File: config.mk
export PLATFORM = sky130hd
export DESIGN_NAME = nor_nand_sweep_unit_flat
export DESIGN_NICKNAME = d
export VERILOG_FILES = /design/src/rtl/nor_nand_sweep_unit_pkg.sv /design/src/rtl/nor_nand_sweep_unit_if.sv /design/src/rtl/nor_nand_sweep_unit_nary_gate.sv /design/src/rtl/nor_nand_sweep_unit.sv /design/src/flat_wrapper.sv
export SDC_FILE = /design/constraint.sdc
export NUM_CORES = 1
export LEC_CHECK = 0
export ABC_AREA = 1
export BUFFER_PORTS_ARGS = -buffer_cell sky130_fd_sc_hd__buf_2
export CORE_MARGIN = 3
export CORE_UTILIZATION = 45
export DETAILED_ROUTE_END_ITERATION = 8
export MAX_ROUTING_LAYER = met4
export PLACE_DENSITY = 0.72
export SLEW_MARGIN = 20
export SYNTH_ARGS = -nofsm -noshare
export SYNTH_HDL_FRONTEND = slang
export SYNTH_HIERARCHICAL = 1
export SYNTH_SLANG_ARGS = --single-unit
File: constraint.sdc
create_clock -name i_clk -period 3.95 [get_ports i_clk]
set_input_delay 0 -clock i_clk [delete_from_list [all_inputs] [get_ports i_clk]]
set_output_delay 0 -clock i_clk [all_outputs]
set_load 0.01 [all_outputs]
File: src/rtl/nor_nand_sweep_unit_pkg.sv
// Shared encodings for the N-input gate unit: gate modes, FSM states, size limits.
package nor_nand_sweep_unit_pkg;

  localparam logic [2:0] MODE_AND  = 3'd0;
  localparam logic [2:0] MODE_OR   = 3'd1;
  localparam logic [2:0] MODE_NAND = 3'd2;
  localparam logic [2:0] MODE_NOR  = 3'd3;
  localparam logic [2:0] MODE_XOR  = 3'd4;
  localparam logic [2:0] MODE_XNOR = 3'd5;

  localparam int N_MIN = 2;
  localparam int N_MAX = 6;

  // Code 2'd3 is unused and recovers to IDLE.
  typedef enum logic [1:0] {
    ST_IDLE  = 2'd0,
    ST_SWEEP = 2'd1,
    ST_DONE  = 2'd2
  } state_t;

  function automatic bit n_legal(input int n);
    return (n >= N_MIN) && (n <= N_MAX);
  endfunction

endpackage

File: src/rtl/nor_nand_sweep_unit_if.sv
// Host-facing bundle of the gate unit: control/operands in, gate and sweep results out.
interface nor_nand_sweep_unit_if #(parameter int N = 3);
  logic [2:0]          i_mode;
  logic [N-1:0]        i_a;
  logic                i_start;
  logic                o_busy;
  logic                o_done;
  logic [N-1:0]        o_vec;
  logic                o_y;
  logic [(1<<N)-1:0]   o_tbl;
  logic                o_tbl_valid;

  modport master (
    output i_mode, i_a, i_start,
    input  o_busy, o_done, o_vec, o_y, o_tbl, o_tbl_valid
  );

  modport slave (
    input  i_mode, i_a, i_start,
    output o_busy, o_done, o_vec, o_y, o_tbl, o_tbl_valid
  );
endinterface

File: src/rtl/nor_nand_sweep_unit_nary_gate.sv
// Combinational N-input reduction gate; reserved modes drive 0.
module nary_gate
  import nor_nand_sweep_unit_pkg::*;
#(
  parameter int N = 3
) (
  input  logic [N-1:0] i_v,
  input  logic [2:0]   i_m,
  output logic         o_f
);

  // Select one reduction of the full vector by mode.
  always_comb begin
    o_f = 1'b0;
    case (i_m)
      MODE_AND:  o_f = &i_v;
      MODE_OR:   o_f = |i_v;
      MODE_NAND: o_f = ~&i_v;
      MODE_NOR:  o_f = ~|i_v;
      MODE_XOR:  o_f = ^i_v;
      MODE_XNOR: o_f = ~^i_v;
      default:   o_f = 1'b0;
    endcase
  end

endmodule

File: src/rtl/nor_nand_sweep_unit.sv
// N-input gate with registered output and a built-in exhaustive sweeper that
// captures the gate's truth table under a latched mode.
module nor_nand_sweep_unit
  import nor_nand_sweep_unit_pkg::*;
#(
  parameter int N        = 3,
  parameter int DEF_MODE = 3
) (
  input  logic                    i_clk,
  input  logic                    i_rst,
  nor_nand_sweep_unit_if.slave    bus
);

  localparam int TW = 1 << N;

  generate
    if (!n_legal(N)) begin : g_bad_n
      $fatal(1, "nor_nand_sweep_unit: N must be in 2..6");
    end
  endgenerate

  state_t          r_state, w_next;
  logic [N-1:0]    r_cnt;
  logic [2:0]      r_mode_q;
  logic            r_y;
  logic [TW-1:0]   r_tbl;
  logic            r_tbl_valid;

  logic            w_sweep;
  logic            w_last;
  logic            w_start_acc;
  logic [N-1:0]    w_vec;
  logic [2:0]      w_mode;
  logic            w_f;

  assign w_sweep     = (r_state == ST_SWEEP);
  assign w_last      = &r_cnt;
  assign w_start_acc = (r_state == ST_IDLE) && bus.i_start;

  // One gate serves both paths: live operand in IDLE/DONE, counter under the frozen mode in SWEEP.
  assign w_vec  = w_sweep ? r_cnt    : bus.i_a;
  assign w_mode = w_sweep ? r_mode_q : bus.i_mode;

  nary_gate #(.N(N)) u_gate (
    .i_v (w_vec),
    .i_m (w_mode),
    .o_f (w_f)
  );

  // State register.
  always_ff @(posedge i_clk) begin
    if (i_rst) r_state <= ST_IDLE;
    else       r_state <= w_next;
  end

  // Next-state: start only counts in IDLE; DONE always lasts exactly one cycle.
  always_comb begin
    w_next = r_state;
    case (r_state)
      ST_IDLE:  if (bus.i_start) w_next = ST_SWEEP;
      ST_SWEEP: if (w_last)      w_next = ST_DONE;
      ST_DONE:  w_next = ST_IDLE;
      default:  w_next = ST_IDLE;
    endcase
  end

  // Datapath: counter, mode latch, output register and truth-table capture.
  always_ff @(posedge i_clk) begin
    if (i_rst) begin
      r_cnt       <= '0;
      r_mode_q    <= 3'(DEF_MODE);
      r_y         <= 1'b0;
      r_tbl       <= '0;
      r_tbl_valid <= 1'b0;
    end else begin
      case (r_state)
        ST_IDLE: begin
          r_y      <= w_f;
          r_mode_q <= bus.i_mode;
          if (w_start_acc) begin
            r_cnt       <= '0;
            r_tbl       <= '0;
            r_tbl_valid <= 1'b0;
          end
        end
        ST_SWEEP: begin
          r_tbl[r_cnt] <= w_f;
          r_y          <= w_f;
          // Counter parks at 0 after the last vector instead of wrapping mid-sweep.
          r_cnt        <= w_last ? '0 : r_cnt + 1'b1;
        end
        ST_DONE: begin
          r_tbl_valid <= 1'b1;
        end
        default: ;
      endcase
    end
  end

  assign bus.o_busy      = w_sweep;
  assign bus.o_done      = (r_state == ST_DONE);
  assign bus.o_vec       = w_vec;
  assign bus.o_y         = r_y;
  assign bus.o_tbl       = r_tbl;
  assign bus.o_tbl_valid = r_tbl_valid;

endmodule

File: src/flat_wrapper.sv
// flat-port wrapper written by rule: the top's interface ports become plain ports
module nor_nand_sweep_unit_flat import nor_nand_sweep_unit_pkg::*;
#(
  parameter int N        = 3,
  parameter int DEF_MODE = 3
)
  (i_clk, i_rst, bus_i_mode, bus_i_a, bus_i_start, bus_o_busy, bus_o_done, bus_o_vec, bus_o_y, bus_o_tbl, bus_o_tbl_valid);
  nor_nand_sweep_unit_if #(.N(N)) bus_i ();
  input  logic i_clk;
  input  logic i_rst;
  input wire logic [$bits(bus_i.i_mode)-1:0] bus_i_mode;
  input wire logic [$bits(bus_i.i_a)-1:0] bus_i_a;
  input wire logic [$bits(bus_i.i_start)-1:0] bus_i_start;
  output wire logic [$bits(bus_i.o_busy)-1:0] bus_o_busy;
  output wire logic [$bits(bus_i.o_done)-1:0] bus_o_done;
  output wire logic [$bits(bus_i.o_vec)-1:0] bus_o_vec;
  output wire logic [$bits(bus_i.o_y)-1:0] bus_o_y;
  output wire logic [$bits(bus_i.o_tbl)-1:0] bus_o_tbl;
  output wire logic [$bits(bus_i.o_tbl_valid)-1:0] bus_o_tbl_valid;
  assign bus_i.i_mode = bus_i_mode;
  assign bus_i.i_a = bus_i_a;
  assign bus_i.i_start = bus_i_start;
  assign bus_o_busy = bus_i.o_busy;
  assign bus_o_done = bus_i.o_done;
  assign bus_o_vec = bus_i.o_vec;
  assign bus_o_y = bus_i.o_y;
  assign bus_o_tbl = bus_i.o_tbl;
  assign bus_o_tbl_valid = bus_i.o_tbl_valid;
  nor_nand_sweep_unit #(.N(N), .DEF_MODE(DEF_MODE)) u_core (.i_clk(i_clk), .i_rst(i_rst), .bus(bus_i));
endmodule
# --- After elaboration in Yosys (flattened, before gate mapping) ---
# Cells that the tools add are included.
word_totals:
  ff_bits: 18
  inputBits: 9
  output_inout_bits: 15
  word_cells: 52
op_classes:
  add_sub_neg: 1
  order_cmp: 2
  eq_ne: 10
  mux: 16
  reduce_logical: 17
ops:
  columns: ["operator", "n"]
  rows:
  - ["$pmux W8 S2", 1]
  - ["$mux W3", 4]
  - ["$bwmux W8", 1]
  - ["$mux W8", 1]
  - ["$eq A3 B2 Y1 const B", 2]
  - ["$eq A3 B3 Y1 const B", 2]
  - ["$pmux W1 S6", 1]
  - ["$pmux W3 S2", 1]
  - ["$reduce_and A2 Y1", 3]
  - ["$reduce_and A3 Y1", 2]
  - ["$lt A3 B4 Y1 const B", 1]
  - ["$mux W2", 2]
  - ["$ne A2 B2 Y1 const B", 2]
  - ["$pmux W2 S2", 1]
  - ["$reduce_bool A2 Y1", 2]
  - ["$add A3 B1 Y3 const B", 1]
  - ["$demux W1 S3", 1]
  - ["$eq A3 B1 Y1 const B", 1]
  - ["$ge A3 B1 Y1 const B", 1]
  - ["$logic_not A3 Y1", 1]
  - ["$reduce_or A3 Y1", 1]
  - ["$reduce_xnor A3 Y1", 1]
  - ["$reduce_xor A3 Y1", 1]
  - ["$eq A2 B1 Y1 const B", 1]
  - ["other kinds (8)", 11]

# --- Depth between registers and ports, before layout ---
# Gate-level depths: netlist of run 1.
depth:
  word_depth: 7
  mapped_depth: 17
  ltp_nobuf: 16

# --- Cells and area by module ---
# The synthesis of run 1 kept the hierarchy.
modules_own_cells:
  columns: ["mod", "n_inst", "cells_per_inst", "area_each_um2", "seq_area_each_um2"]
  rows:
  - ["nor_nand_sweep_unit", 1, 135, 939.7, 360.3]
  - ["nary_gate", 1, 34, 155.1, 0.0]

# --- Worst setup path after synthesis of run 1 ---
# Ideal clock, no wire load.
synth_timing:
  path_type: "reg-to-reg"
  startpoint: "register u_core.r_state[1]"
  endpoint: "register u_core.r_tbl[6] (netlist: u_core/bus.o_tbl[6])"
  setup_ns: 0.136
  t_arrival_ns: 2.220
  required_time_ns: 3.814
  slack_ns: 1.594
  path_stages_with_launch: 17
  n_path_buf: 1
  synth_period_minus_slack_ns: 2.356
  cell_sequence: "dfxtp_1 inv_2 nand2_2 buf_6 o21ai_0 inv_1 ha_1 nand2_1 inv_1 nor2_1 nor2_1 nor2_1 nand3_1 inv_1 nor2_1 nand2_1 a21oi_2"
synth_via:
  elab_chain_cells: 7
  word_cells_on_any_way: 23
  classes_between: "7 x eq/ne; 5 x mux; 11 x reduce/logical"
synth_rtl:
  columns: ["item", "line_no", "source"]
  rows:
  - ["from (decl)", "nor_nand_sweep_unit.sv:22", "state_t r_state, w_next;"]
  - ["from (signal assigned)", "nor_nand_sweep_unit.sv:53", "else r_state <= w_next;"]
  - ["$eq A2 B1 Y1 (*)", "nor_nand_sweep_unit.sv:36", "assign w_sweep = (r_state == ST_SWEEP);"]
  - ["$mux W3 (*)", "nor_nand_sweep_unit.sv:41", "assign w_vec = w_sweep ? r_cnt : bus.i_a;"]
  - ["via bus_o_vec[0]", "flat_wrapper.sv:16", "output wire logic [$bits(bus_i.o_vec)-1:0] bus_o_vec;"]
  - ["$reduce_or A3 Y1 or $reduce_and A3 Y1 (tied branches)", null, null]
  - ["$logic_not A1 Y1 (on tied branches)", "nor_nand_sweep_unit_nary_gate.sv:19, nor_nand_sweep_unit_nary_gate.sv:18", null]
  - ["$pmux W1 S6 (*)", "nor_nand_sweep_unit_nary_gate.sv:15", "case (i_m)"]
  - ["via u_core.w_f", "nor_nand_sweep_unit.sv:34", "logic w_f;"]
  - ["$bwmux W8 (*)", "nor_nand_sweep_unit.sv:87", "r_tbl[r_cnt] <= w_f;"]
  - ["$pmux W8 S2 (*)", "nor_nand_sweep_unit.sv:76", "case (r_state)"]
  - ["to (signal, indexed assignment)", "nor_nand_sweep_unit.sv:87", null]
  - ["to (decl)", "nor_nand_sweep_unit.sv:26", "logic [TW-1:0] r_tbl;"]
# Mark *: on every way through the listed nets, which the timed path passes. The rest lies on a longest branch.
# A chain may end at the register's enable or synchronous reset.

# --- Worst setup path after layout of run 1 ---
layout_timing:
  startpoint: "register u_core.r_state[0]"
  endpoint: "register u_core.r_tbl[6] (netlist: u_core/bus.o_tbl[6])"
layout_via:
  elab_chain_cells: 7
  word_cells_on_any_way: 23
  classes_between: "7 x eq/ne; 5 x mux; 11 x reduce/logical"
layout_rtl:
  columns: ["item", "line_no"]
  rows:
  - ["$eq A2 B1 Y1 (*)", "nor_nand_sweep_unit.sv:36"]
  - ["$mux W3", "nor_nand_sweep_unit.sv:41"]
  - ["$reduce_or A3 Y1 or $reduce_and A3 Y1 (tied branches)", null]
  - ["$logic_not A1 Y1 (on tied branches)", "nor_nand_sweep_unit_nary_gate.sv:19, nor_nand_sweep_unit_nary_gate.sv:18"]
  - ["$pmux W1 S6 (*)", "nor_nand_sweep_unit_nary_gate.sv:15"]
  - ["via u_core.w_f", "nor_nand_sweep_unit.sv:34"]
  - ["$bwmux W8 (*)", "nor_nand_sweep_unit.sv:87"]
  - ["$pmux W8 S2 (*)", "nor_nand_sweep_unit.sv:76"]
# Marks and branches as above.

==> summary.md, run 1 <==
| Metric | Value |
|---|---|
| First-pass detailed-route iteration total | `4` |
| Worst Reg2Reg Path Length in Cells | `14` |
| Combinational family with the most area after synthesis | `simple AND/OR/NAND/NOR gates` |
| H-Tree Depth | `1` |
| Worst vdd ir | `174 uV` |
| Avg WL per Cell | `10.5 um` |
| Clock root buffer | `clkbuf_4` |
| Syn Std Cell Area | `1090 um2` |
| R2r startpoint | `u_core/r_state[0]` |
| Reg2Reg Capture Point | `u_core/bus.o_tbl[6]` |
| Placement Setup Slack | `1.19 ns` |
| Post-CTS setup buffers | `0` |
| Routed WL | `2340 um` |
| Post-route setup TNS | `0 ns` |
| Vias in the first global route | `1017` |
| Nets | `210` |
| RSZ-0062 raised after global routing | `no` |
| Max Clk Rate | `365 MHz` |
| Crit end category | `flip-flop` |
| CP dominant cell by count | `nor2_1` |
| CTS tree | `done` |
| Hold Crit Class | `in -> reg` |
| Outcome | `completed` |
| Via count | `1114` |
| Initial antenna violation count | `0` |
| Commonest non-fill, non-tap cell in the layout | `nand2_1` |
| Residual DRC | `0` |
| Share of layout cells above drive strength 1 | `0.224` |
| Delay-heaviest family, CP | `simple AND/OR/NAND/NOR gates` |
| Crit start category | `flip-flop` |
| Synth Instances | `169` |
| Final Hold Viols | `0` |
| Simple-Gate Fraction of Synth Area | `0.406` |
| Leak | `0.000652 uW` |
| Hpwl dp | `1830 um` |
| Clock Skews | `0.00810 ns` |
| Chip height | `55.3 um` |
| Gr ovfl total | `0` |
| First-pass GRT wire length | `4060 um` |
| Setup WS post-layout | `1.21 ns` |
| Multiplexer area fraction after synthesis | `0` |
| Hold path depth | `2` |
| Worst R2R Setup Slack | `1.21 ns` |
| Row cnt | `17` |
| Synthesized area per cell | `6.48 um2` |
| Mapped Nets | `182` |
| Slew Limit Headroom | `0.665` |
| Hold_sp | `i_rst` |
| CP cell instances | `nand2_2, o21ai_0, inv_1, ha_1, nand2_1, inv_1, nor2_1, nor2_1, nor2_1, nand3_1, inv_1, nor2_1, nand2_1, a21oi_2` |
| Core box area | `2250 um2` |
| Register bit count reported by yosys | `18` |
| Largest net degree at the start of global routing | `16` |
| DRT iter0 DRCs | `20` |
| Clock Sinks | `18` |
| Post-synthesis adder-cell area fraction | `0.0457` |
| Min Clock Period, post-route | `2.74 ns` |
| Yosys warnings | `6` |
| CP Buf/Inv Count | `3` |
| Cell variety after synth | `22` |
| Die W | `55.3 um` |
| Placer congestion estimate | `0.778` |
| Worst-path maximum fanout | `13` |
| Die area | `3060 um2` |
| Most frequent cells in the layout | `nand2_1 (60), buf_2 (23), nor2_1 (19)` |
| Hold Path Sink | `u_core/bus.o_tbl[2]` |
| Slowest-stage cell, CP | `dfxtp_1` |
| Crit path kind | `reg -> reg` |
| Tightest Pin Transition | `0.498 ns` |
| Area growth, synth to finish | `17.6%` |
| Number of I/O pins | `24` |
| Worst skew pair latency | `0.29 ns` |
| CP Data Required Time | `4.13 ns` |
| DRT antenna net count | `0` |
| Vias/cell | `4.97` |
| Max incr delay on CP | `0.63 ns` |
| CTS buffer count | `3` |
| Initial core utilization | `0.486` |
| Total global-route track usage | `0.165` |
| Synth Area in Compound Gates | `0.117` |
| Port bufs | `23` |
| Clk slew on worst S/H paths | `0.10 ns` |
| Pins Over Slew Limit | `0` |
| Seq/Total Area, Yosys | `0.329` |
| Clock tree buffer depth | `2` |
| PwrDens | `304 nW/um2` |
| Worst EP arrival | `2.92 ns` |
| Post-Synth XOR/XNOR Area | `0` |
| Fin crit share | `0.694` |
| Max Cap Violations | `0` |
| Antenna cell count | `0` |
| # setup viols final | `0` |
cell usage after synthesis, drive strengths merged:
master  number  area, um2
a21oi       12       78.8
inv         21       78.8
nand3b       1       7.51
a211oi       2       15.0
nand2       61        231
nor4         1       6.26
buf          4       33.8
nor2        22        104
o21ai        6       33.8
ha           4       50.1
dfxtp       18        360
nand3       17       95.1
sequential cells by signal, summed over array words and instances (netlist names):
signal	flops
u_core/bus.o_tbl	8
u_core/bus.o_tbl_valid	1
u_core/bus.o_y	1
u_core/r_cnt	3
u_core/r_mode_q	3
u_core/r_state	2
cells by family after synthesis:
| family | Yosys count |
|---|---|
| AO/OA/AOI/OAI | 20 |
| adder cells (fa/ha/maj) | 4 |
| buffers and inverters | 25 |
| flip-flops | 18 |
| AND/OR/NAND/NOR | 102 |
worst max path at each step:
stage / slack [ns] / startpoint / to / cells after the start
after floorplan: 1.59 / u_core/r_state[1] / u_core/bus.o_tbl[6] / 16
after global routing: 0.88 / u_core/r_state[0] / u_core/bus.o_tbl[3] / 14
final: 1.21 / u_core/r_state[0] / u_core/bus.o_tbl[6] / 14
after global placement: 1.35 / u_core/r_state[0] / u_core/bus.o_tbl[6] / 14
after CTS: 1.18 / u_core/r_state[0] / u_core/bus.o_tbl[3] / 14
after detailed placement: 1.19 / u_core/r_state[0] / u_core/bus.o_tbl[4] / 14
routing by layer:
| metal | vias up | GRT usage | share of wire |
|---|---|---|---|
| met3 | 5 | 0.0304 | 0.051 |
| met5 | - | - | 0 |
| met4 | 0 | 0.0729 | 0.018 |
| met1 | 498 | 0.198 | 0.46 |
| met2 | 24 | 0.267 | 0.47 |
| li1 | 587 | - | - |
layout make-up:
cell class | count | area (um2)
multi-input combinational | 126 | 622
fill | 234 | 967
inverter | 21 | 78.8
sequential | 18 | 360
clock buffer | 4 | 36.3
timing repair buffer | 27 | 155
tap | 28 | 35.0
worst reg2reg max path: stages (launching register included):
cell and delay [ns]:
dfxtp_1 0.63, nand2_2 0.27, o21ai_0 0.39, inv_1 0.09, ha_1 0.33, nand2_1 0.08, inv_1 0.04, nor2_1 0.08
nor2_1 0.04, nor2_1 0.08, nand3_1 0.07, inv_1 0.28, nor2_1 0.10, nand2_1 0.09, a21oi_2 0.05
power breakdown:
| group | switching (uW) | internal (uW) | total [uW] |
|---|---|---|---|
| registers | 8.22 | 188 | 196 |
| clock network | 54.1 | 56.1 | 110 |
| logic | 54.6 | 30.5 | 85.2 |
repair_timing:
item,CTS,global route
gates resized for setup,0,0
hold endpoints to repair,4,0
hold buffers,4,0
through the flow:
stage / cells / power [uW] / cell area (um2) / hold WS, ns / utilization
finish: 224 / 392 / 1290 / 0.0624 / 0.571
global route: 224 / 417 / 1290 / 0.0659 / 0.571
CTS: 224 / 397 / 1290 / 0.0596 / 0.571
detailed placement: 216 / 283 / 1210 / 0.218 / 0.537
global placement: 216 / 280 / 1210 / 0.219 / 0.537
floorplan: 169 / 264 / 1090 / 0.0691 / -
Power figures use the tool's default switching activity.
==> run 2, diff against run 1 <==
- PLACE_DENSITY: 0.72 -> 0.75
- clock period: 3.95 -> 2.5 ns (I/O delays scaled with it)
==> run 2 against run 1 <==
  * Sequential power up 56%
  * Core utilization up 0.39 points
  * Die area unchanged
  * Hold slack better by 0.014 ns
  * Critical endpoint is now u_core/bus.o_tbl[2]
  * Combinational power up 71%
  * Sequential cell count unchanged
  * Via count up 1.4%
  * Clock-buffer cell count down 1
==> summary.md, run 2 (synthesis gave the netlist of run 1 again) <==
| Metric | Value |
|---|---|
| Outcome | `completed` |
| Dpl cell area | `1230 um2 (+1.9%)` |
| Int Power | `405 uW (+48%)` |
| Crit end category | `flip-flop` |
| R2r startpoint | `u_core/r_state[1]` |
| First-pass detailed-route iteration total | `4 (unchanged)` |
| DRT antenna net count | `0 (unchanged)` |
| Clock Skews | `0.00760 ns (-0.000497 ns)` |
| RSZ-0062 raised after global routing | `no` |
| CP cell instances | `inv_2, nand2_2, o21ai_0, inv_1, ha_1, nand2_1, inv_1, nor2_1, nor2_1, nor2_1, nand3_1, inv_2, nor2_1, nand2_1, a21oi_2` |
| Placer congestion estimate | `0.891 (+15%)` |
| Hpwl dp | `1780 um (-3.0%)` |
| Clock root buffer | `clkbuf_4` |
| Comb pwr share | `0.246 (+0.029)` |
| Share of layout cells above drive strength 1 | `0.237 (+0.0129)` |
| Crit start category | `flip-flop` |
| Residual DRC | `0 (unchanged)` |
| Final Hold Viols | `0 (unchanged)` |
| Port bufs | `23 (unchanged)` |
| Chip height | `55.3 um (unchanged)` |
| Switch Pwr | `186 uW (+59%)` |
| CTS tree | `done` |
| Avg WL per Cell | `10.4 um (-0.29%)` |
| Number of I/O pins | `24 (unchanged)` |
| Initial core utilization | `0.486 (unchanged)` |
| Sequential fraction of design power | `0.515 (+0.014)` |
| Slew Limit Headroom | `0.643 (-0.0221)` |
| Critical path startpoint | `u_core/r_state[1]` |
| First-pass GRT wire length | `4260 um (+4.7%)` |
| Final instance area | `1300 um2 (+0.68%)` |
| Core box area | `2250 um2 (unchanged)` |
| Hold_sp | `i_rst` |
| Largest net degree at the start of global routing | `16 (unchanged)` |
| Max Clk Rate | `450 MHz (+23%)` |
| # setup viols final | `0 (unchanged)` |
| Nets | `213 (+1.4%)` |
| Die W | `55.3 um (unchanged)` |
| Fillcell total | `228 (-2.6%)` |
| Via count | `1130 (+1.4%)` |
| Die area | `3060 um2 (unchanged)` |
| Tightest Pin Transition | `0.531 ns (+0.0328 ns)` |
| Routed WL | `2360 um (+0.60%)` |
| Worst skew pair latency | `0.29 ns (about the same)` |
| Initial antenna violation count | `0 (unchanged)` |
| Max incr delay on CP | `0.35 ns (-0.28 ns)` |
| Footprint of the multi-input gates | `622 um2 (unchanged)` |
| Worst vdd ir | `314 uV (+80%)` |
| Clock share of power | `0.238 (-0.044)` |
| Total global-route track usage | `0.172 (+0.00722)` |
| Max Cap Violations | `0 (unchanged)` |
| Pins Over Slew Limit | `0 (unchanged)` |
| Final Core Density | `0.575 (+0.00389)` |
| CTS buffer count | `3 (unchanged)` |
| Fin crit share | `0.889 (+0.195)` |
| Commonest non-fill, non-tap cell in the layout | `nand2_1` |
| CP dominant cell by count | `nor2_1` |
| Clock Sinks | `18 (unchanged)` |
| Leak | `0.000659 uW (+1.1%)` |
| Clock tree buffer depth | `2 (unchanged)` |
| Most frequent cells in the layout | `nand2_1 (60), buf_2 (23), nor2_1 (19)` |
| Hold Crit Class | `in -> reg` |
| Register area | `360 um2 (unchanged)` |
| Max reg flops | `8 (unchanged)` |
| H-Tree Depth | `1 (unchanged)` |
| Worst EP arrival | `2.40 ns (-0.52 ns)` |
| Crit path kind | `reg -> reg` |
| Row cnt | `17 (unchanged)` |
| Vias/cell | `5.00 (+0.54%)` |
| Sw Share | `0.315 (+0.0161)` |
| Slowest-stage cell, CP | `dfxtp_1` |
| CP Data Required Time | `2.68 ns (-1.45 ns)` |
| PwrDens | `456 nW/um2 (+50%)` |
| Min Clock Period, post-route | `2.22 ns (-0.518 ns)` |
| Gr ovfl total | `0 (unchanged)` |
| Area growth, synth to finish | `18.4%` |
| Post-route setup TNS | `0 ns (unchanged)` |
| Worst-path maximum fanout | `8 (-5)` |
| Antenna cell count | `0 (unchanged)` |
| DRT iter0 DRCs | `35 (+75%)` |
| Clk slew on worst S/H paths | `0.10 ns (about the same)` |
| Vias in the first global route | `1023 (+0.59%)` |
run 2: layer usage:
layer | global-route usage | wire length (um) | up-vias
met2 | 0.262 | 1070 | 29
li1 | - | - | 595
met4 | 0.0521 | 22 | 0
met3 | 0.0350 | 132 | 4
met1 | 0.229 | 1130 | 502
met5 | - | 0 | -
run 2: critical path, delay by kind of cell, from the launching register on:
family	cells	cell delay, ns
AOI/OAI and AO/OA	2	0.40
buffers and inverters	4	0.41
adders and majority gates	1	0.32
and+or+nand+nor	8	0.62
DFF	1	0.35
run 2: worst paths after layout:
path / endpoint / slack (ns) / cells past startpoint
worst min register to register: u_core/bus.o_tbl[7] / 0.47 / 2
worst max-delay path: u_core/bus.o_tbl[2] / 0.28 / 15
worst min-delay path: u_core/bus.o_tbl[1] / 0.08 / 2
worst max register to register: u_core/bus.o_tbl[2] / 0.28 / 15
run 2: power groups by stage:
stage / clock network, uW / registers [uW] / logic [uW]
floorplan: 0 / 312 / 104
global placement: 0 / 310 / 135
detailed placement: 0 / 311 / 140
CTS: 148 / 304 / 145
global route: 156 / 306 / 165
finish: 141 / 305 / 146
run 2: metrics by stage:
step,hold WS [ns],setup slack (ns),total power [uW],cells
floorplan,0.0691,0.144,416,169
global placement,0.213,0.254,445,219
detailed placement,0.224,0.126,451,219
CTS,0.0603,0.121,597,226
global route,0.0756,0.0715,628,226
finish,0.0765,0.277,591,226
run 2: final cells by class:
type                            count  area share
Multi-Input combinational cell    126       0.480
Inverter                           21      0.0608
Clock buffer                        3      0.0174
Tap cell                           28      0.0270
Timing Repair Buffer               30       0.137
Sequential cell                    18       0.278
run 2: what timing repair did:
item	CTS	global route
hold buffers	4	0
buffers inserted	0	0
resized for setup	0	2
endpoints found under the setup margin	0	9
endpoints found under the hold margin	4	0
